[config.mk]
export PLATFORM = sky130hd
export DESIGN_NAME = peripheral_msi_master_port_ahb3_flat
export DESIGN_NICKNAME = d
export VERILOG_FILES = /design/src/rtl/peripheral_msi_master_port_ahb3_pkg.sv /design/src/rtl/peripheral_msi_master_port_ahb3_if.sv /design/src/rtl/peripheral_msi_master_port_ahb3_decoder.sv /design/src/rtl/peripheral_msi_master_port_ahb3.sv /design/src/flat_wrapper.sv
export SDC_FILE = /design/constraint.sdc
export NUM_CORES = 1
export LEC_CHECK = 0
export ABC_AREA = 1
export BUFFER_PORTS_ARGS = -buffer_cell sky130_fd_sc_hd__buf_2
export CORE_AREA = 2 2 530 532
export CTS_CLUSTER_SIZE = 16
export DETAILED_ROUTE_END_ITERATION = 12
export DIE_AREA = 0 0 532 534
export GPL_ROUTABILITY_DRIVEN = 0
export GPL_TIMING_DRIVEN = 0
export SLEW_MARGIN = 20
export SYNTH_ARGS = -nofsm -noshare
export SYNTH_HDL_FRONTEND = slang
export SYNTH_HIERARCHICAL = 1
export SYNTH_SLANG_ARGS = --single-unit
[constraint.sdc]
create_clock -name HCLK -period 2.47 [get_ports HCLK]
set_input_delay 0.1235 -clock HCLK [delete_from_list [all_inputs] [get_ports HCLK]]
set_output_delay 0.1235 -clock HCLK [all_outputs]
set_load 0.03 [all_outputs]
[src/rtl/peripheral_msi_master_port_ahb3_pkg.sv]
`default_nettype none
// ============================================================================
// Module   : peripheral_msi_ahb3_pkg
// Purpose  : Shared AHB3-Lite encodings and master-port state type for the
//            MSI interconnect (HTRANS, HBURST, HSIZE, port FSM states) plus a
//            helper that converts a fixed-length burst type into the number
//            of SEQ beats still to follow the NONSEQ.
// Ports    : none (package)
// Revision : 1.0 - initial release
// ============================================================================
package peripheral_msi_ahb3_pkg;

  localparam logic [1:0] HTRANS_IDLE   = 2'b00;
  localparam logic [1:0] HTRANS_BUSY   = 2'b01;
  localparam logic [1:0] HTRANS_NONSEQ = 2'b10;
  localparam logic [1:0] HTRANS_SEQ    = 2'b11;

  localparam logic [2:0] HBURST_SINGLE = 3'd0;
  localparam logic [2:0] HBURST_INCR   = 3'd1;
  localparam logic [2:0] HBURST_WRAP4  = 3'd2;
  localparam logic [2:0] HBURST_INCR4  = 3'd3;
  localparam logic [2:0] HBURST_WRAP8  = 3'd4;
  localparam logic [2:0] HBURST_INCR8  = 3'd5;
  localparam logic [2:0] HBURST_WRAP16 = 3'd6;
  localparam logic [2:0] HBURST_INCR16 = 3'd7;

  localparam logic [2:0] HSIZE_B8      = 3'd0;
  localparam logic [2:0] HSIZE_B16     = 3'd1;
  localparam logic [2:0] HSIZE_B32     = 3'd2;
  localparam logic [2:0] HSIZE_B64     = 3'd3;

  typedef enum logic [1:0] {
    ST_NORMAL     = 2'd0,
    ST_WAIT_GRANT = 2'd1,
    ST_ERR1       = 2'd2,
    ST_ERR2       = 2'd3
  } port_state_t;

  // SEQ beats that follow the NONSEQ of a fixed-length burst.
  function automatic logic [3:0] burst_beats_left(input logic [2:0] hburst);
    case (hburst)
      HBURST_INCR4, HBURST_WRAP4:   return 4'd3;
      HBURST_INCR8, HBURST_WRAP8:   return 4'd7;
      HBURST_INCR16, HBURST_WRAP16: return 4'd15;
      default:                      return 4'd0;
    endcase
  endfunction

endpackage
`default_nettype wire

[src/rtl/peripheral_msi_master_port_ahb3_if.sv]
`default_nettype none
// ============================================================================
// Module   : peripheral_msi_master_port_ahb3_if
// Purpose  : Bundles everything one MSI master port exchanges with its AHB
//            master, the slave-port array and the slave-port arbiters.
// Modports : master - view of the master-port logic (mst* in, slv* out)
//            slave  - view of the surrounding fabric (drives mst*, slv* in)
// Revision : 1.0 - initial release
// ============================================================================
interface peripheral_msi_master_port_ahb3_if #(
  parameter int PLEN   = 64,
  parameter int XLEN   = 64,
  parameter int SLAVES = 5
);
  // AHB master side
  logic [2:0]                   mstpriority;
  logic                         mstHSEL;
  logic [PLEN-1:0]              mstHADDR;
  logic [XLEN-1:0]              mstHWDATA;
  logic                         mstHWRITE;
  logic [2:0]                   mstHSIZE;
  logic [2:0]                   mstHBURST;
  logic [3:0]                   mstHPROT;
  logic [1:0]                   mstHTRANS;
  logic                         mstHMASTLOCK;
  logic [XLEN-1:0]              mstHRDATA;
  logic                         mstHREADYOUT;
  logic                         mstHRESP;

  // Slave-port side
  logic [SLAVES-1:0][PLEN-1:0]  slvHADDR_MASK;
  logic [SLAVES-1:0][PLEN-1:0]  slvHADDR_BASE;
  logic [2:0]                   slvpriority;
  logic [SLAVES-1:0]            slvHSEL;
  logic [PLEN-1:0]              slvHADDR;
  logic [XLEN-1:0]              slvHWDATA;
  logic                         slvHWRITE;
  logic [2:0]                   slvHSIZE;
  logic [2:0]                   slvHBURST;
  logic [3:0]                   slvHPROT;
  logic [1:0]                   slvHTRANS;
  logic                         slvHMASTLOCK;
  logic                         slvHREADY;
  logic [SLAVES-1:0][XLEN-1:0]  slvHRDATA;
  logic [SLAVES-1:0]            slvHREADYOUT;
  logic [SLAVES-1:0]            slvHRESP;

  // Arbitration handshake
  logic [SLAVES-1:0]            granted;
  logic [SLAVES-1:0]            can_switch;

  modport master (
    input  mstpriority, mstHSEL, mstHADDR, mstHWDATA, mstHWRITE, mstHSIZE,
           mstHBURST, mstHPROT, mstHTRANS, mstHMASTLOCK,
    output mstHRDATA, mstHREADYOUT, mstHRESP,
    input  slvHADDR_MASK, slvHADDR_BASE,
    output slvpriority, slvHSEL, slvHADDR, slvHWDATA, slvHWRITE, slvHSIZE,
           slvHBURST, slvHPROT, slvHTRANS, slvHMASTLOCK, slvHREADY,
    input  slvHRDATA, slvHREADYOUT, slvHRESP, granted,
    output can_switch
  );

  modport slave (
    output mstpriority, mstHSEL, mstHADDR, mstHWDATA, mstHWRITE, mstHSIZE,
           mstHBURST, mstHPROT, mstHTRANS, mstHMASTLOCK,
    input  mstHRDATA, mstHREADYOUT, mstHRESP,
    output slvHADDR_MASK, slvHADDR_BASE,
    input  slvpriority, slvHSEL, slvHADDR, slvHWDATA, slvHWRITE, slvHSIZE,
           slvHBURST, slvHPROT, slvHTRANS, slvHMASTLOCK, slvHREADY,
    output slvHRDATA, slvHREADYOUT, slvHRESP, granted,
    input  can_switch
  );
endinterface
`default_nettype wire

[src/rtl/peripheral_msi_master_port_ahb3_decoder.sv]
`default_nettype none
// ============================================================================
// Module   : peripheral_msi_address_decoder_ahb3
// Purpose  : Combinational base/mask address decode. Produces a one-hot
//            select of the lowest-index matching slave port.
// Ports    : addr (in)  - master address
//            base/mask (in) - per-slave decode window
//            sel (out)  - one-hot select, zero when nothing matches
//            hit_any (out) - at least one window matched
// Revision : 1.0 - initial release
// ============================================================================
module peripheral_msi_address_decoder_ahb3 #(
  parameter int PLEN   = 64,
  parameter int SLAVES = 5
) (
  input  logic [PLEN-1:0]             addr,
  input  logic [SLAVES-1:0][PLEN-1:0] base,
  input  logic [SLAVES-1:0][PLEN-1:0] mask,
  output logic [SLAVES-1:0]           sel,
  output logic                        hit_any
);

  logic [SLAVES-1:0] w_hit;

  always_comb begin
    w_hit = '0;
    for (int s = 0; s < SLAVES; s++) begin
      w_hit[s] = ((addr ^ base[s]) & mask[s]) == '0;
    end
  end

  // Isolate the lowest set bit: x & -x.
  assign sel     = w_hit & (~w_hit + {{(SLAVES-1){1'b0}}, 1'b1});
  assign hit_any = |w_hit;

endmodule
`default_nettype wire

[src/rtl/peripheral_msi_master_port_ahb3.sv]
`default_nettype none
// ============================================================================
// Module   : peripheral_msi_master_port_ahb3
// Purpose  : Per-master front end of the MSI AHB3-Lite interconnect. Decodes
//            the master address, requests the matching slave port, stalls
//            the master while that port serves another master, steers the
//            data phase back and tells the arbiters when they may switch.
// Ports    : HCLK   - clock
//            HRESET - synchronous active-high reset
//            bus    - master/slave-port/arbiter signal bundle (master modport)
// Revision : 1.0 - initial release
// ============================================================================
module peripheral_msi_master_port_ahb3
  import peripheral_msi_ahb3_pkg::*;
#(
  parameter int PLEN   = 64,
  parameter int XLEN   = 64,
  parameter int SLAVES = 5
) (
  input  logic HCLK,
  input  logic HRESET,
  peripheral_msi_master_port_ahb3_if.master bus
);

  port_state_t       r_state, w_state_nxt;
  logic [SLAVES-1:0] r_data_slave;   // one-hot owner of the data phase, 0 = none
  logic [SLAVES-1:0] r_target;       // one-hot target of the buffered command
  logic [3:0]        r_burst_cnt;
  logic              r_incr_open, r_lock_hold;

  // Command buffer for a transfer that must wait for its grant.
  logic [PLEN-1:0]   r_haddr;
  logic              r_hwrite, r_hmastlock;
  logic [2:0]        r_hsize, r_hburst;
  logic [3:0]        r_hprot;
  logic [1:0]        r_htrans;

  logic [SLAVES-1:0] w_sel;
  logic              w_hit_any, w_active, w_accept, w_tgt_granted;
  logic              w_buf_granted, w_buf_ready, w_reissue, w_hold;
  logic              w_ready_out, w_resp_out;
  logic [XLEN-1:0]   w_dp_rdata;
  logic              w_dp_ready, w_dp_resp;

  peripheral_msi_address_decoder_ahb3 #(.PLEN(PLEN), .SLAVES(SLAVES)) u_decoder (
    .addr    (bus.mstHADDR),
    .base    (bus.slvHADDR_BASE),
    .mask    (bus.slvHADDR_MASK),
    .sel     (w_sel),
    .hit_any (w_hit_any)
  );

  assign w_active = bus.mstHSEL &&
                    (bus.mstHTRANS == HTRANS_NONSEQ || bus.mstHTRANS == HTRANS_SEQ);
  assign w_accept      = w_ready_out && w_active;
  assign w_tgt_granted = |(w_sel & bus.granted);
  assign w_buf_granted = |(r_target & bus.granted);
  assign w_buf_ready   = |(r_target & bus.slvHREADYOUT);
  assign w_reissue     = (r_state == ST_WAIT_GRANT) && w_buf_granted && w_buf_ready;

  // Data-phase return path; an idle data phase looks like a zero-wait OKAY.
  always_comb begin
    w_dp_rdata = '0;
    w_dp_ready = 1'b1;
    w_dp_resp  = 1'b0;
    for (int s = 0; s < SLAVES; s++) begin
      if (r_data_slave[s]) begin
        w_dp_rdata = bus.slvHRDATA[s];
        w_dp_ready = bus.slvHREADYOUT[s];
        w_dp_resp  = bus.slvHRESP[s];
      end
    end
  end

  always_ff @(posedge HCLK) begin
    if (HRESET) r_state <= ST_NORMAL;
    else        r_state <= w_state_nxt;
  end

  always_comb begin
    w_state_nxt      = r_state;
    w_ready_out      = w_dp_ready;
    w_resp_out       = w_dp_resp;
    bus.slvHSEL      = w_sel & {SLAVES{bus.mstHSEL}};
    bus.slvHADDR     = bus.mstHADDR;
    bus.slvHWRITE    = bus.mstHWRITE;
    bus.slvHSIZE     = bus.mstHSIZE;
    bus.slvHBURST    = bus.mstHBURST;
    bus.slvHPROT     = bus.mstHPROT;
    bus.slvHTRANS    = bus.mstHTRANS;
    bus.slvHMASTLOCK = bus.mstHMASTLOCK;
    case (r_state)
      ST_NORMAL, ST_ERR2: begin
        if (r_state == ST_ERR2) begin
          w_ready_out = 1'b1;
          w_resp_out  = 1'b1;
          w_state_nxt = ST_NORMAL;
        end
        if (w_accept) begin
          if (!w_hit_any)          w_state_nxt = ST_ERR1;
          else if (!w_tgt_granted) w_state_nxt = ST_WAIT_GRANT;
          else                     w_state_nxt = ST_NORMAL;
        end
      end
      ST_WAIT_GRANT: begin
        w_ready_out      = 1'b0;
        w_resp_out       = 1'b0;
        bus.slvHSEL      = r_target;
        bus.slvHADDR     = r_haddr;
        bus.slvHWRITE    = r_hwrite;
        bus.slvHSIZE     = r_hsize;
        bus.slvHBURST    = r_hburst;
        bus.slvHPROT     = r_hprot;
        bus.slvHMASTLOCK = r_hmastlock;
        // The slave port never saw the start of this burst, so a SEQ must
        // be presented to it as a fresh NONSEQ.
        if (!w_buf_granted)               bus.slvHTRANS = HTRANS_IDLE;
        else if (r_htrans == HTRANS_SEQ)  bus.slvHTRANS = HTRANS_NONSEQ;
        else                              bus.slvHTRANS = r_htrans;
        if (w_reissue) w_state_nxt = ST_NORMAL;
      end
      ST_ERR1: begin
        w_ready_out   = 1'b0;
        w_resp_out    = 1'b1;
        bus.slvHSEL   = '0;
        bus.slvHTRANS = HTRANS_IDLE;
        w_state_nxt   = ST_ERR2;
      end
      default: w_state_nxt = ST_NORMAL;
    endcase
  end

  always_ff @(posedge HCLK) begin
    if (HRESET) begin
      r_data_slave <= '0;
      r_target     <= '0;
      r_burst_cnt  <= '0;
      r_incr_open  <= 1'b0;
      r_lock_hold  <= 1'b0;
      r_haddr      <= '0;
      r_hwrite     <= 1'b0;
      r_hsize      <= '0;
      r_hburst     <= '0;
      r_hprot      <= '0;
      r_htrans     <= HTRANS_IDLE;
      r_hmastlock  <= 1'b0;
    end else begin
      if (w_ready_out) begin
        // An unlocked address phase (including IDLE) ends a locked sequence.
        r_lock_hold <= bus.mstHSEL & bus.mstHMASTLOCK;
        if (w_active) begin
          r_data_slave <= (w_hit_any && w_tgt_granted) ? w_sel : '0;
          if (w_hit_any && !w_tgt_granted) begin
            r_target    <= w_sel;
            r_haddr     <= bus.mstHADDR;
            r_hwrite    <= bus.mstHWRITE;
            r_hsize     <= bus.mstHSIZE;
            r_hburst    <= bus.mstHBURST;
            r_hprot     <= bus.mstHPROT;
            r_htrans    <= bus.mstHTRANS;
            r_hmastlock <= bus.mstHMASTLOCK;
          end
          if (bus.mstHTRANS == HTRANS_NONSEQ) begin
            r_burst_cnt <= burst_beats_left(bus.mstHBURST);
            r_incr_open <= (bus.mstHBURST == HBURST_INCR);
          end else if (r_burst_cnt != 4'd0) begin
            r_burst_cnt <= r_burst_cnt - 4'd1;
          end
        end else begin
          r_data_slave <= '0;
          if (!bus.mstHSEL || bus.mstHTRANS == HTRANS_IDLE) r_incr_open <= 1'b0;
        end
      end
      if (w_reissue) r_data_slave <= r_target;
      // An error from the slave aborts the burst; nothing left to protect.
      if (w_dp_resp) begin
        r_burst_cnt <= '0;
        r_incr_open <= 1'b0;
      end
    end
  end

  assign w_hold           = r_lock_hold | r_incr_open | (r_burst_cnt != 4'd0);
  assign bus.can_switch   = ~(r_data_slave & {SLAVES{w_hold}});
  assign bus.mstHRDATA    = w_dp_rdata;
  assign bus.mstHREADYOUT = w_ready_out;
  assign bus.mstHRESP     = w_resp_out;
  assign bus.slvHREADY    = w_ready_out;
  assign bus.slvHWDATA    = bus.mstHWDATA;
  assign bus.slvpriority  = bus.mstpriority;

endmodule
`default_nettype wire

[src/flat_wrapper.sv]
// flat-port wrapper written by rule: the top's interface ports become plain ports
module peripheral_msi_master_port_ahb3_flat import peripheral_msi_ahb3_pkg::*;
#(
  parameter int PLEN   = 64,
  parameter int XLEN   = 64,
  parameter int SLAVES = 5
)
  (HCLK, HRESET, bus_mstpriority, bus_mstHSEL, bus_mstHADDR, bus_mstHWDATA, bus_mstHWRITE, bus_mstHSIZE, bus_mstHBURST, bus_mstHPROT, bus_mstHTRANS, bus_mstHMASTLOCK, bus_mstHRDATA, bus_mstHREADYOUT, bus_mstHRESP, bus_slvHADDR_MASK, bus_slvHADDR_BASE, bus_slvpriority, bus_slvHSEL, bus_slvHADDR, bus_slvHWDATA, bus_slvHWRITE, bus_slvHSIZE, bus_slvHBURST, bus_slvHPROT, bus_slvHTRANS, bus_slvHMASTLOCK, bus_slvHREADY, bus_slvHRDATA, bus_slvHREADYOUT, bus_slvHRESP, bus_granted, bus_can_switch);
  peripheral_msi_master_port_ahb3_if #(.PLEN(PLEN), .XLEN(XLEN), .SLAVES(SLAVES)) bus_i ();
  input  logic HCLK;
  input  logic HRESET;
  input wire logic [$bits(bus_i.mstpriority)-1:0] bus_mstpriority;
  input wire logic [$bits(bus_i.mstHSEL)-1:0] bus_mstHSEL;
  input wire logic [$bits(bus_i.mstHADDR)-1:0] bus_mstHADDR;
  input wire logic [$bits(bus_i.mstHWDATA)-1:0] bus_mstHWDATA;
  input wire logic [$bits(bus_i.mstHWRITE)-1:0] bus_mstHWRITE;
  input wire logic [$bits(bus_i.mstHSIZE)-1:0] bus_mstHSIZE;
  input wire logic [$bits(bus_i.mstHBURST)-1:0] bus_mstHBURST;
  input wire logic [$bits(bus_i.mstHPROT)-1:0] bus_mstHPROT;
  input wire logic [$bits(bus_i.mstHTRANS)-1:0] bus_mstHTRANS;
  input wire logic [$bits(bus_i.mstHMASTLOCK)-1:0] bus_mstHMASTLOCK;
  output wire logic [$bits(bus_i.mstHRDATA)-1:0] bus_mstHRDATA;
  output wire logic [$bits(bus_i.mstHREADYOUT)-1:0] bus_mstHREADYOUT;
  output wire logic [$bits(bus_i.mstHRESP)-1:0] bus_mstHRESP;
  input wire logic [$bits(bus_i.slvHADDR_MASK)-1:0] bus_slvHADDR_MASK;
  input wire logic [$bits(bus_i.slvHADDR_BASE)-1:0] bus_slvHADDR_BASE;
  output wire logic [$bits(bus_i.slvpriority)-1:0] bus_slvpriority;
  output wire logic [$bits(bus_i.slvHSEL)-1:0] bus_slvHSEL;
  output wire logic [$bits(bus_i.slvHADDR)-1:0] bus_slvHADDR;
  output wire logic [$bits(bus_i.slvHWDATA)-1:0] bus_slvHWDATA;
  output wire logic [$bits(bus_i.slvHWRITE)-1:0] bus_slvHWRITE;
  output wire logic [$bits(bus_i.slvHSIZE)-1:0] bus_slvHSIZE;
  output wire logic [$bits(bus_i.slvHBURST)-1:0] bus_slvHBURST;
  output wire logic [$bits(bus_i.slvHPROT)-1:0] bus_slvHPROT;
  output wire logic [$bits(bus_i.slvHTRANS)-1:0] bus_slvHTRANS;
  output wire logic [$bits(bus_i.slvHMASTLOCK)-1:0] bus_slvHMASTLOCK;
  output wire logic [$bits(bus_i.slvHREADY)-1:0] bus_slvHREADY;
  input wire logic [$bits(bus_i.slvHRDATA)-1:0] bus_slvHRDATA;
  input wire logic [$bits(bus_i.slvHREADYOUT)-1:0] bus_slvHREADYOUT;
  input wire logic [$bits(bus_i.slvHRESP)-1:0] bus_slvHRESP;
  input wire logic [$bits(bus_i.granted)-1:0] bus_granted;
  output wire logic [$bits(bus_i.can_switch)-1:0] bus_can_switch;
  assign bus_i.mstpriority = bus_mstpriority;
  assign bus_i.mstHSEL = bus_mstHSEL;
  assign bus_i.mstHADDR = bus_mstHADDR;
  assign bus_i.mstHWDATA = bus_mstHWDATA;
  assign bus_i.mstHWRITE = bus_mstHWRITE;
  assign bus_i.mstHSIZE = bus_mstHSIZE;
  assign bus_i.mstHBURST = bus_mstHBURST;
  assign bus_i.mstHPROT = bus_mstHPROT;
  assign bus_i.mstHTRANS = bus_mstHTRANS;
  assign bus_i.mstHMASTLOCK = bus_mstHMASTLOCK;
  assign bus_mstHRDATA = bus_i.mstHRDATA;
  assign bus_mstHREADYOUT = bus_i.mstHREADYOUT;
  assign bus_mstHRESP = bus_i.mstHRESP;
  assign bus_i.slvHADDR_MASK = bus_slvHADDR_MASK;
  assign bus_i.slvHADDR_BASE = bus_slvHADDR_BASE;
  assign bus_slvpriority = bus_i.slvpriority;
  assign bus_slvHSEL = bus_i.slvHSEL;
  assign bus_slvHADDR = bus_i.slvHADDR;
  assign bus_slvHWDATA = bus_i.slvHWDATA;
  assign bus_slvHWRITE = bus_i.slvHWRITE;
  assign bus_slvHSIZE = bus_i.slvHSIZE;
  assign bus_slvHBURST = bus_i.slvHBURST;
  assign bus_slvHPROT = bus_i.slvHPROT;
  assign bus_slvHTRANS = bus_i.slvHTRANS;
  assign bus_slvHMASTLOCK = bus_i.slvHMASTLOCK;
  assign bus_slvHREADY = bus_i.slvHREADY;
  assign bus_i.slvHRDATA = bus_slvHRDATA;
  assign bus_i.slvHREADYOUT = bus_slvHREADYOUT;
  assign bus_i.slvHRESP = bus_slvHRESP;
  assign bus_i.granted = bus_granted;
  assign bus_can_switch = bus_i.can_switch;
  peripheral_msi_master_port_ahb3 #(.PLEN(PLEN), .XLEN(XLEN), .SLAVES(SLAVES)) u_core (.HCLK(HCLK), .HRESET(HRESET), .bus(bus_i));
endmodule
**Yosys cells after proc, flatten, opt, wreduce, memory -nomap -nowiden**

Cells that the tools add are included.

- Input port bits: 1,123
- Register bits: 96
- Logic and storage cells: 132
- Output and inout port bits: 222

- Equality and inequality tests: 16
- Add/subtract/negate cells: 2
- Bitwise logic cells: 21
- Reduce and logical (&&, ||, !) cells: 35
- Muxes and demuxes: 45

Operators with widths:

| operator | count |
|---|---|
| $mux W64 | 6 |
| $and A64 B64 Y64 | 5 |
| $logic_not A64 Y1 | 5 |
| $xor A64 B64 Y64 | 5 |
| $and A5 B5 Y5 | 6 |
| $mux W5 | 4 |
| $reduce_or A5 Y1 | 4 |
| $mux W1 | 18 |
| $eq A3 B3 Y1 const B | 4 |
| $mux W2 | 6 |
| $mux W4 | 3 |
| $pmux W4 S3 | 1 |
| $reduce_or A2 Y1 | 6 |
| $eq A2 B2 Y1 const B | 5 |
| $not A5 Y5 | 2 |
| $pmux W5 S2 | 1 |
| $reduce_and A3 Y1 | 3 |
| $eq A3 B2 Y1 const B | 2 |
| $logic_and A1 B1 Y1 | 6 |
| $mux W3 | 2 |
| $pmux W2 S3 | 1 |
| $reduce_bool A2 Y1 | 3 |
| $add A5 B1 Y5 const B | 1 |
| $logic_not A2 Y1 | 2 |
| 15 further kinds | 18 |

**Longest topological paths before layout**

Gate-level depths: netlist (run 1).

- Depth in word-level cells: 13
- Mapped depth: 21

**By module**

Netlist (run 1), hierarchy kept.

By module, submodules not included:

| module | cells an instance | instances | sequential area each (um^2) | area an instance (um^2) |
|---|---|---|---|---|
| peripheral_msi_master_port_ahb3 | 1,303 | 1 | 1,921.8 | 7,771.2 |
| peripheral_msi_address_decoder_ahb3 | 1,418 | 1 | 0.0 | 6,701.4 |

**Worst setup path after synthesis (run 1)**

No wires, ideal clock.

- Path kind: input -> register
- Start: input bus_mstHADDR[22]
- End: register u_core.r_haddr[10]
- Arrival: 2.112 ns
- Data required time: 2.351 ns
- Setup time: 0.119 ns
- Path buffers: 3
- Cell stages on the path: 20
- Setup slack: 0.238 ns
- Path through: buf_6 > or2_1 > nand3_1 > nand2_1 > nor2_2 > nand2_1 > nor2_2 > nand2_2 > nor2_4 > nor2_2 > nand2_1 > nor2_1 > nand2_1 > nand2_1 > nor3_1 > nand4_4 > buf_6 > buf_4 > o21ai_1 > a21oi_1

- Word-level cells in the longest chain between the ends: 11
- Elaborated cells between the ends (all ways): 24

RTL lines:

| element | RTL line | source |
|---|---|---|
| from (decl) | flat_wrapper.sv:14 | `input wire logic [$bits(bus_i.mstHADDR)-1:0] bus_mstHADDR;` |
| $xor A64 B64 Y64 * | peripheral_msi_master_port_ahb3_decoder.sv:28 | `w_hit[s] = ((addr ^ base[s]) & mask[s]) == '0;` |
| $and A64 B64 Y64 * | peripheral_msi_master_port_ahb3_decoder.sv:28 |  |
| $logic_not A64 Y1 * | peripheral_msi_master_port_ahb3_decoder.sv:28 |  |
| $not A5 Y5 | peripheral_msi_master_port_ahb3_decoder.sv:33 | `assign sel = w_hit & (~w_hit + {{(SLAVES-1){1'b0}}, 1'b1});` |
| $add A5 B1 Y5 | peripheral_msi_master_port_ahb3_decoder.sv:33 |  |
| $and A5 B5 Y5 * | peripheral_msi_master_port_ahb3_decoder.sv:33 |  |
| named net u_core.w_sel[0] | peripheral_msi_master_port_ahb3.sv:38 | `logic [SLAVES-1:0] w_sel;` |
| $and A5 B5 Y5 * | peripheral_msi_master_port_ahb3.sv:56 | `assign w_tgt_granted = \|(w_sel & bus.granted);` |
| $reduce_or A5 Y1 * | peripheral_msi_master_port_ahb3.sv:56 |  |
| $logic_not A1 Y1 * | - |  |
| $logic_and A1 B1 Y1 * | peripheral_msi_master_port_ahb3.sv:153 | `if (w_hit_any && !w_tgt_granted) begin` |
| $reduce_and A3 Y1 (no source line) * | - |  |
| to (signal assigned) | peripheral_msi_master_port_ahb3.sv:155 | `r_haddr <= bus.mstHADDR;` |
| to (decl) | peripheral_msi_master_port_ahb3.sv:32 | `logic [PLEN-1:0] r_haddr;` |

Mark *: on every way through the listed nets, which the timed path passes. The rest lies on a longest branch.
A chain may end at the register's enable or synchronous reset.

**Final worst setup path (run 1)**

- Start: input bus_mstHADDR[5]
- End: register u_core.r_haddr[42]

- Elaborated cells between the ends (all ways): 24

RTL lines:

| element | RTL line | source |
|---|---|---|
| $xor A64 B64 Y64 | peripheral_msi_master_port_ahb3_decoder.sv:28 |  |
| $and A64 B64 Y64 | peripheral_msi_master_port_ahb3_decoder.sv:28 |  |
| $logic_not A64 Y1 | peripheral_msi_master_port_ahb3_decoder.sv:28 |  |
| $reduce_or A5 Y1 * | peripheral_msi_master_port_ahb3_decoder.sv:34 | `assign hit_any = \|w_hit;` |
| named net u_core.w_hit_any | peripheral_msi_master_port_ahb3.sv:39 | `logic w_hit_any, w_active, w_accept, w_tgt_granted;` |
| $logic_and A1 B1 Y1 * | peripheral_msi_master_port_ahb3.sv:153 |  |
| $reduce_and A3 Y1 (no source line) * | - |  |

Marked as above.

==> results of run 1 <==
cell families after synthesis:
logic type	synth area share [%]
simple gates	46.47
flops	13.28
fa+ha+maj	0.4323
compound gates	20.48
xor+xnor	2.058
buf+inv	17.28
power by group:
group / internal, mW / switching (mW) / leakage (nW)
Combinational: 3.15 / 7.69 / 12.7
Sequential: 1.59 / 0.0463 / 0.776
Clock: 0.812 / 0.875 / 0.153
layout make-up:
| cell class | count | share of cell area [%] |
|---|---|---|
| diodes | 254 | 2.147 |
| inverters | 264 | 3.437 |
| multi-input cells | 2141 | 37.62 |
| plain buffers | 214 | 7.093 |
| clock buffers | 9 | 0.7609 |
| clock inverters | 7 | 0.2959 |
| well taps | 3724 | 15.74 |
| repair buffers | 1351 | 26.38 |
| flip-flops and latches | 96 | 6.518 |
worst max path at each step:
| stage | from | to | slack (ps) | cells past startpoint |
|---|---|---|---|---|
| after floorplan | bus_mstHADDR[22] | u_core/r_haddr[10] | 240 | 20 |
| after global placement | bus_mstHADDR[23] | u_core/r_haddr[43] | -2630 | 17 |
| after detailed placement | bus_mstHADDR[23] | u_core/r_haddr[35] | -2640 | 17 |
| after CTS | bus_mstHADDR[23] | u_core/r_haddr[5] | -590 | 18 |
| after global routing | bus_mstHADDR[2] | u_core/r_hwrite | -590 | 18 |
| final | bus_mstHADDR[5] | u_core/r_haddr[42] | -470 | 17 |
worst max-delay path, stage by stage:
cell	delay, ps
buf_2	140
buf_8	160
xor2_1	190
nand2_1	70
nand4_1	560
nor2_2	350
nand2_2	90
nor2_4	140
nand2_4	90
nand3_4	160
inv_4	50
nor3_4	200
nand4_4	170
buf_6	180
buf_12	150
clkbuf_16	210
a21oi_2	150
per-layer routing:
| layer | GRT usage (%) | vias up | routed length (microns) | part of all wire [%] |
|---|---|---|---|---|
| li1 | - | 11720 | - | - |
| met1 | 18.13 | 11600 | 91860 | 35 |
| met2 | 27.89 | 2361 | 114900 | 43 |
| met3 | 9.422 | 977 | 35000 | 13 |
| met4 | 11.68 | 168 | 22530 | 8.5 |
| met5 | 1.749 | - | 1773 | 0.67 |
state kept, by name, summed over array words and instances (netlist names):
| register | cells |
|---|---|
| u_core/r_data_slave | 5 |
| u_core/r_incr_open | 1 |
| u_core/r_hmastlock | 1 |
| u_core/r_hburst | 3 |
| u_core/r_state | 2 |
| u_core/r_target | 5 |
| u_core/r_hsize | 3 |
| u_core/r_hwrite | 1 |
| u_core/r_haddr | 64 |
| u_core/r_lock_hold | 1 |
| u_core/r_burst_cnt | 4 |
| u_core/r_htrans | 2 |
| u_core/r_hprot | 4 |
through the flow:
stage | utilization, % | cell area [sq um] | setup slack (ps)
floorplan | - | 14470 | 238.4
global placement | 9.167 | 25520 | -2634
detailed placement | 9.171 | 25530 | -2641
CTS | 10.05 | 27990 | -594.1
global route | 10.56 | 29390 | -593.3
finish | 10.63 | 29600 | -467.1
cells in the final DEF (no fill, tap or decap), types with 35 or more instances in the layout:
master    instances
o21ai_2          43
dfxtp_1          92
or2_1           140
buf_2          1197
o211ai_1         66
o21ai_0          99
buf_4           148
buf_12           42
a21oi_1         259
nand3_1         265
diode_2         254
inv_2            46
nand2_2          35
inv_1           210
buf_6            52
nor2_1          144
nor2_4           38
nand2_1         808
o21ai_1          49
timing repair:
action,CTS,global route
endpoints found under the hold margin,14,0
gates cloned,7,6
setup buffers,29,19
resized for setup,454,230
pin swaps,58,70
endpoints found under the setup margin,241,156
hold buffers,14,0
==> results.md, run 1 <==
* Synthesis Warnings at 6
* # rows at 194
* Crit share post-route at 118.9%
* Clock-pin slew on the worst setup and hold paths at 90 ps
* Yosys top cell by area: nand2_1
* CTS Buf Count at 9
* CTS tree: yes
* Maximum VDD drop at around 0.35 mV
* Seq/Total Area, Yosys at 13.28%
* Critical Path RT at around 2800 ps
* Area delta synth->final at 104.5%
* WL per Instance at roughly 33 microns
* Final nets at 5205
* Fin cells at 8060
* Startpoint Class: input port
* Hold Slack at a little over 6 ps
* Crit path DAT at approximately 3300 ps
* PD cells at ~480 mW/mm^2
* R2R Setup Slk at ~160 ps
* Grt ovf at 0
* Pre-antenna DRT Iters at 9
* Initial antenna violation count at 425
* Leakage power at 13.58 nW
* Die width at 532 microns
* Skew-Pair Late Insertion Delay at 410 ps
* Hold endpoint: u_core/r_haddr[10]
* Core area at 0.2784 sq mm
* CTS root buffer: clkbuf_16
* Final ANT Viol Nets at 0
* Worst Hold Depth at 3
* Slew @ Worst Pin at about 900 ps
* Achievable clock frequency at ~340 MHz
* Storage cell area at 0.001929 sq mm
* Setup crit end kind: flop
* Largest net degree at the start of global routing at 19
* Synthesized instance count at ~2700
* Die area at 0.2841 sq mm
* Vias at 26820
* Status: finished, violations left
* I/O pin cnt at 1345
* Post-route DRC at 0
* HP Start: bus_mstHADDR[10]
* Capture point of the worst reg-to-reg path: u_core/r_lock_hold
* Worst Reg-to-Reg Cells at 11
* Final min period at a little under 3000 ps
* Failing checks: negative setup slack
* Synth top area cells: nand2_1 (22%), dfxtp_1 (13%), a21oi_1 (9.9%), nand3_1 (9.6%), or2_1 (6.1%)
* Max-Cap Viols at 0
* Fin worst setup slack at -467.1 ps
* Die Y at 534 microns
* WS Path Type: in -> reg
* Final Hold Viols at 0
* Post-synth top area share at ~22%
* Routed WL at 266.1 mm
* Post-synth EDFFs at 0
* Detailed Route Iter0 Violations at 2736
* Syn nets at ~3800
* Fin Clk Skew at 24.61 ps
* # placed instances at 7722
* Setup TNS at -38600 ps
* Fillers at 32950
* Final Power at 14.16 mW
* # setup viols final at 111
* Distinct cells, synth at 31
* CP Max Fanout at 9
* Min-Delay Path Class: in -> reg
* Starting Density at 5.198%
* Async S/R FF share, synth at 0%
* Synthesized flop and latch total at 96
* Vias in the first global route at 23230
* First-pass GRT wire length at 308.2 mm
* H-tree levels at 3
* RSZ-0062 raised after global routing: true
* Clk sinks at 96
* Share of layout cells above drive strength 1 at 44.73%
* Clock buffer depth at 2
* Final count of pins violating max slew at 0
* Synth top cells by count: nand2_1 (863), a21oi_1 (286), nand3_1 (279)
* Cell Area, Synth at 0.01447 sq mm
* Port buffer count at between 1000 and 1500
* Mean Syn Cell Area at 5.319 sq um
* Worst r2r src: u_core/r_data_slave[3]
* GR Util All Layers at 17.71%
* Area of the multi-input gates at 0.01114 sq mm
* Post-DP HPWL at approximately 240 mm
* Synth Flop Type: dfxtp_1
* Vias/cell at 3.328
* Slew HR at ~40%
* Count leader, synth: nand2_1
No activity file was read; power rests on OpenSTA's default activity.
==> inputs of run 2 (changes only) <==
--- a/config.mk
+++ b/config.mk
@@ -8,11 +8,12 @@
 export ABC_AREA = 1
 export BUFFER_PORTS_ARGS = -buffer_cell sky130_fd_sc_hd__buf_2
 export CORE_AREA = 2 2 530 532
-export CTS_CLUSTER_SIZE = 16
+export CTS_CLUSTER_SIZE = 24
 export DETAILED_ROUTE_END_ITERATION = 12
 export DIE_AREA = 0 0 532 534
 export GPL_ROUTABILITY_DRIVEN = 0
 export GPL_TIMING_DRIVEN = 0
+export HOLD_SLACK_MARGIN = 0.03
 export SLEW_MARGIN = 20
 export SYNTH_ARGS = -nofsm -noshare
 export SYNTH_HDL_FRONTEND = slang
==> run 2 against run 1 <==
Non-clock buffer count is 14 higher. Cell count grew 0.11%. Routed wire length hardly changed. The run still ends with negative setup slack left. Design area up 0.46%. Utilization is essentially flat. First-iteration DRC count shrank 4.1%. Global-route usage barely moved. Sequential share of layout area is essentially flat. Setup slack lost 5.6 ps.
==> results.md, run 2 (synthesized netlist as in run 1, its figures left out) <==
* Slowest cell on the critical path: nand4_1
* Biggest register: u_core/r_haddr
* Max reg flops at 64
* Final min period at 2943 ps
* Grt ovf at 0
* Post-DP HPWL at 242.4 mm
* CP Max Fanout at 10
* Achievable clock frequency at 339.8 MHz
* Die area at 0.2841 sq mm
* CTS Buf Count at 9
* RSZ-0062 raised after global routing: true
* Top delay family on crit path: simple AND/OR/NAND/NOR gates
* Max-Cap Viols at 0
* Clock-pin slew on the worst setup and hold paths at 90 ps
* WL per Instance at 32.96 microns
* GR Util All Layers at 17.72%
* Slew HR at 38.39%
* PD cells at 478.1 mW/mm^2
* Skew-Pair Late Insertion Delay at roughly 400 ps
* Final Util at 10.68%
* Slew @ Worst Pin at 924.1 ps
* Post-route DRC at 0
* Critical Path RT at 2790 ps
* Detailed Route Iter0 Violations at 2623
* Clock buffer depth at 2
* # setup viols final at 109
* Most common cell after layout, fill and taps aside: buf_2
* Cell Chain, Critical Path: buf_8 > buf_12 > or2_4 > nand3_4 > nand4_1 > nor2_1 > nand2_1 > nor2_4 > nand2_4 > nand3_4 > inv_4 > nor3_4 > nand4_4 > buf_12 > buf_16 > buf_4 > a21oi_1
* Initial antenna violation count at about 430
* Clk sinks at 96
* Final nets at 5219
* Final Hold Viols at 0
* Die Y at 534 microns
* Maximum VDD drop at 0.3472 mV
* Vias in the first global route at between 20000 and 25000
* Area delta synth->final at 105.5%
* Final count of pins violating max slew at 0
* WS Path Type: in -> reg
* CTS tree: yes
* Final ANT Viol Nets at 0
* Core area at 0.2784 sq mm
* Fin Clk Skew at 25.77 ps
* Starting Density at 5.198%
* Status: finished, violations left
* Leakage power at 13.64 nW
* Leading cell types in the layout, fill and taps excluded: buf_2 (1193), nand2_1 (808), nand3_1 (266)
* Routed WL at 266.0 mm
* First-pass GRT wire length at about 310 mm
* CP peak stage delay at 520 ps
* Startpoint Class: input port
* Share of layout cells above drive strength 1 at approximately 45%
* # rows at roughly 190
* CTS root buffer: clkbuf_16
* Port buffer count at 1277
* Fin worst setup slack at -472.7 ps
* Min-Delay Path Class: in -> reg
* H-tree levels at 3
* Failing checks: negative setup slack
* I/O pin cnt at about 1300
* Crit share post-route at 119.1%
* Crit path DAT at 3270 ps
* Vias at ~27000
* Vias/cell at between 3 and 4
* Buf/Inv on CP at 6
* Setup crit end kind: flop
* Pre-antenna DRT Iters at 12
* Hold Slack at around 35 ps
* Top flop regs: u_core/r_haddr (64), u_core/r_data_slave (5), u_core/r_target (5)
* Largest net degree at the start of global routing at 19
* Die width at 532 microns
run 2: cell count changes in the layout (fill, tap and decap cells not counted), moves of 2 or more:
cell | before | now
dlygate4sd3_1 | 14 | 27
diode_2 | 254 | 249
buf_2 | 1197 | 1193
clkbuf_4 | 23 | 27
buf_4 | 148 | 151
buf_6 | 52 | 50
run 2: where the power goes:
group	total, mW	switching [mW]	internal, mW
combinational	10.9	7.70	3.20
clock	1.68	0.869	0.811
sequential	1.64	0.0481	1.59
total	14.2	8.62	5.60
run 2: worst min-delay path, delay by kind of cell:
kind | cells | cell delay (ps)
buf+inv | 1 | 100
compound gates | 2 | 180
run 2: metrics by stage:
| step | worst slack [ps] | power, mW | TNS [ps] | instance area [sq um] | std cells |
|---|---|---|---|---|---|
| after floorplan | 238.4 | 6.317 | 0 | 14470 | 2721 |
| after global placement | -2634 | 11.24 | -302350 | 25520 | 7722 |
| after detailed placement | -2641 | 11.27 | -261820 | 25530 | 7722 |
| after CTS | -594.1 | 13.62 | -46430 | 28110 | 7797 |
| after global routing | -593.0 | 14.69 | -49030 | 29530 | 7985 |
| final | -472.7 | 14.22 | -39010 | 29740 | 8069 |
run 2: layout make-up:
class                      instances  area (sq um)
fill                           32920        248700
multi-input combinational       2141         11130
timing repair buffer            1365          7946
tap                             3724          4659
buffer                           214          2121
sequential                        96          1929
inverter                         264          1017
antenna                          249         623.1
clock buffer                       9         225.2
clock inverter                     7         87.58
run 2: final timing paths:
kind | from | to | slack [ps] | cells after the start
setup / recovery | bus_mstHADDR[2] | u_core/r_haddr[5] | -470 | 17
hold / removal | bus_mstHADDR[26] | u_core/r_haddr[26] | 40 | 3
setup reg to reg | u_core/r_data_slave[3] | u_core/r_lock_hold | 130 | 11
hold reg to reg | u_core/r_haddr[18] | u_core/r_haddr[18] | 450 | 2
run 2: metal layers:
layer | track usage, % | share of wire, % | vias up
met3 | 9.426 | 13 | 949
met1 | 18.13 | 34 | 11790
li1 | - | - | 11750
met4 | 11.92 | 8.4 | 174
met2 | 27.80 | 43 | 2358
met5 | 1.799 | 0.70 | -
run 2: repair_timing:
action / in CTS / in global routing
cloned: 7 / 6
setup endpoints to repair: 241 / 157
gates resized for setup: 454 / 235
endpoints found under the hold margin: 26 / 1
hold buffers: 26 / 1
pin swaps: 58 / 75
setup buffers: 29 / 19
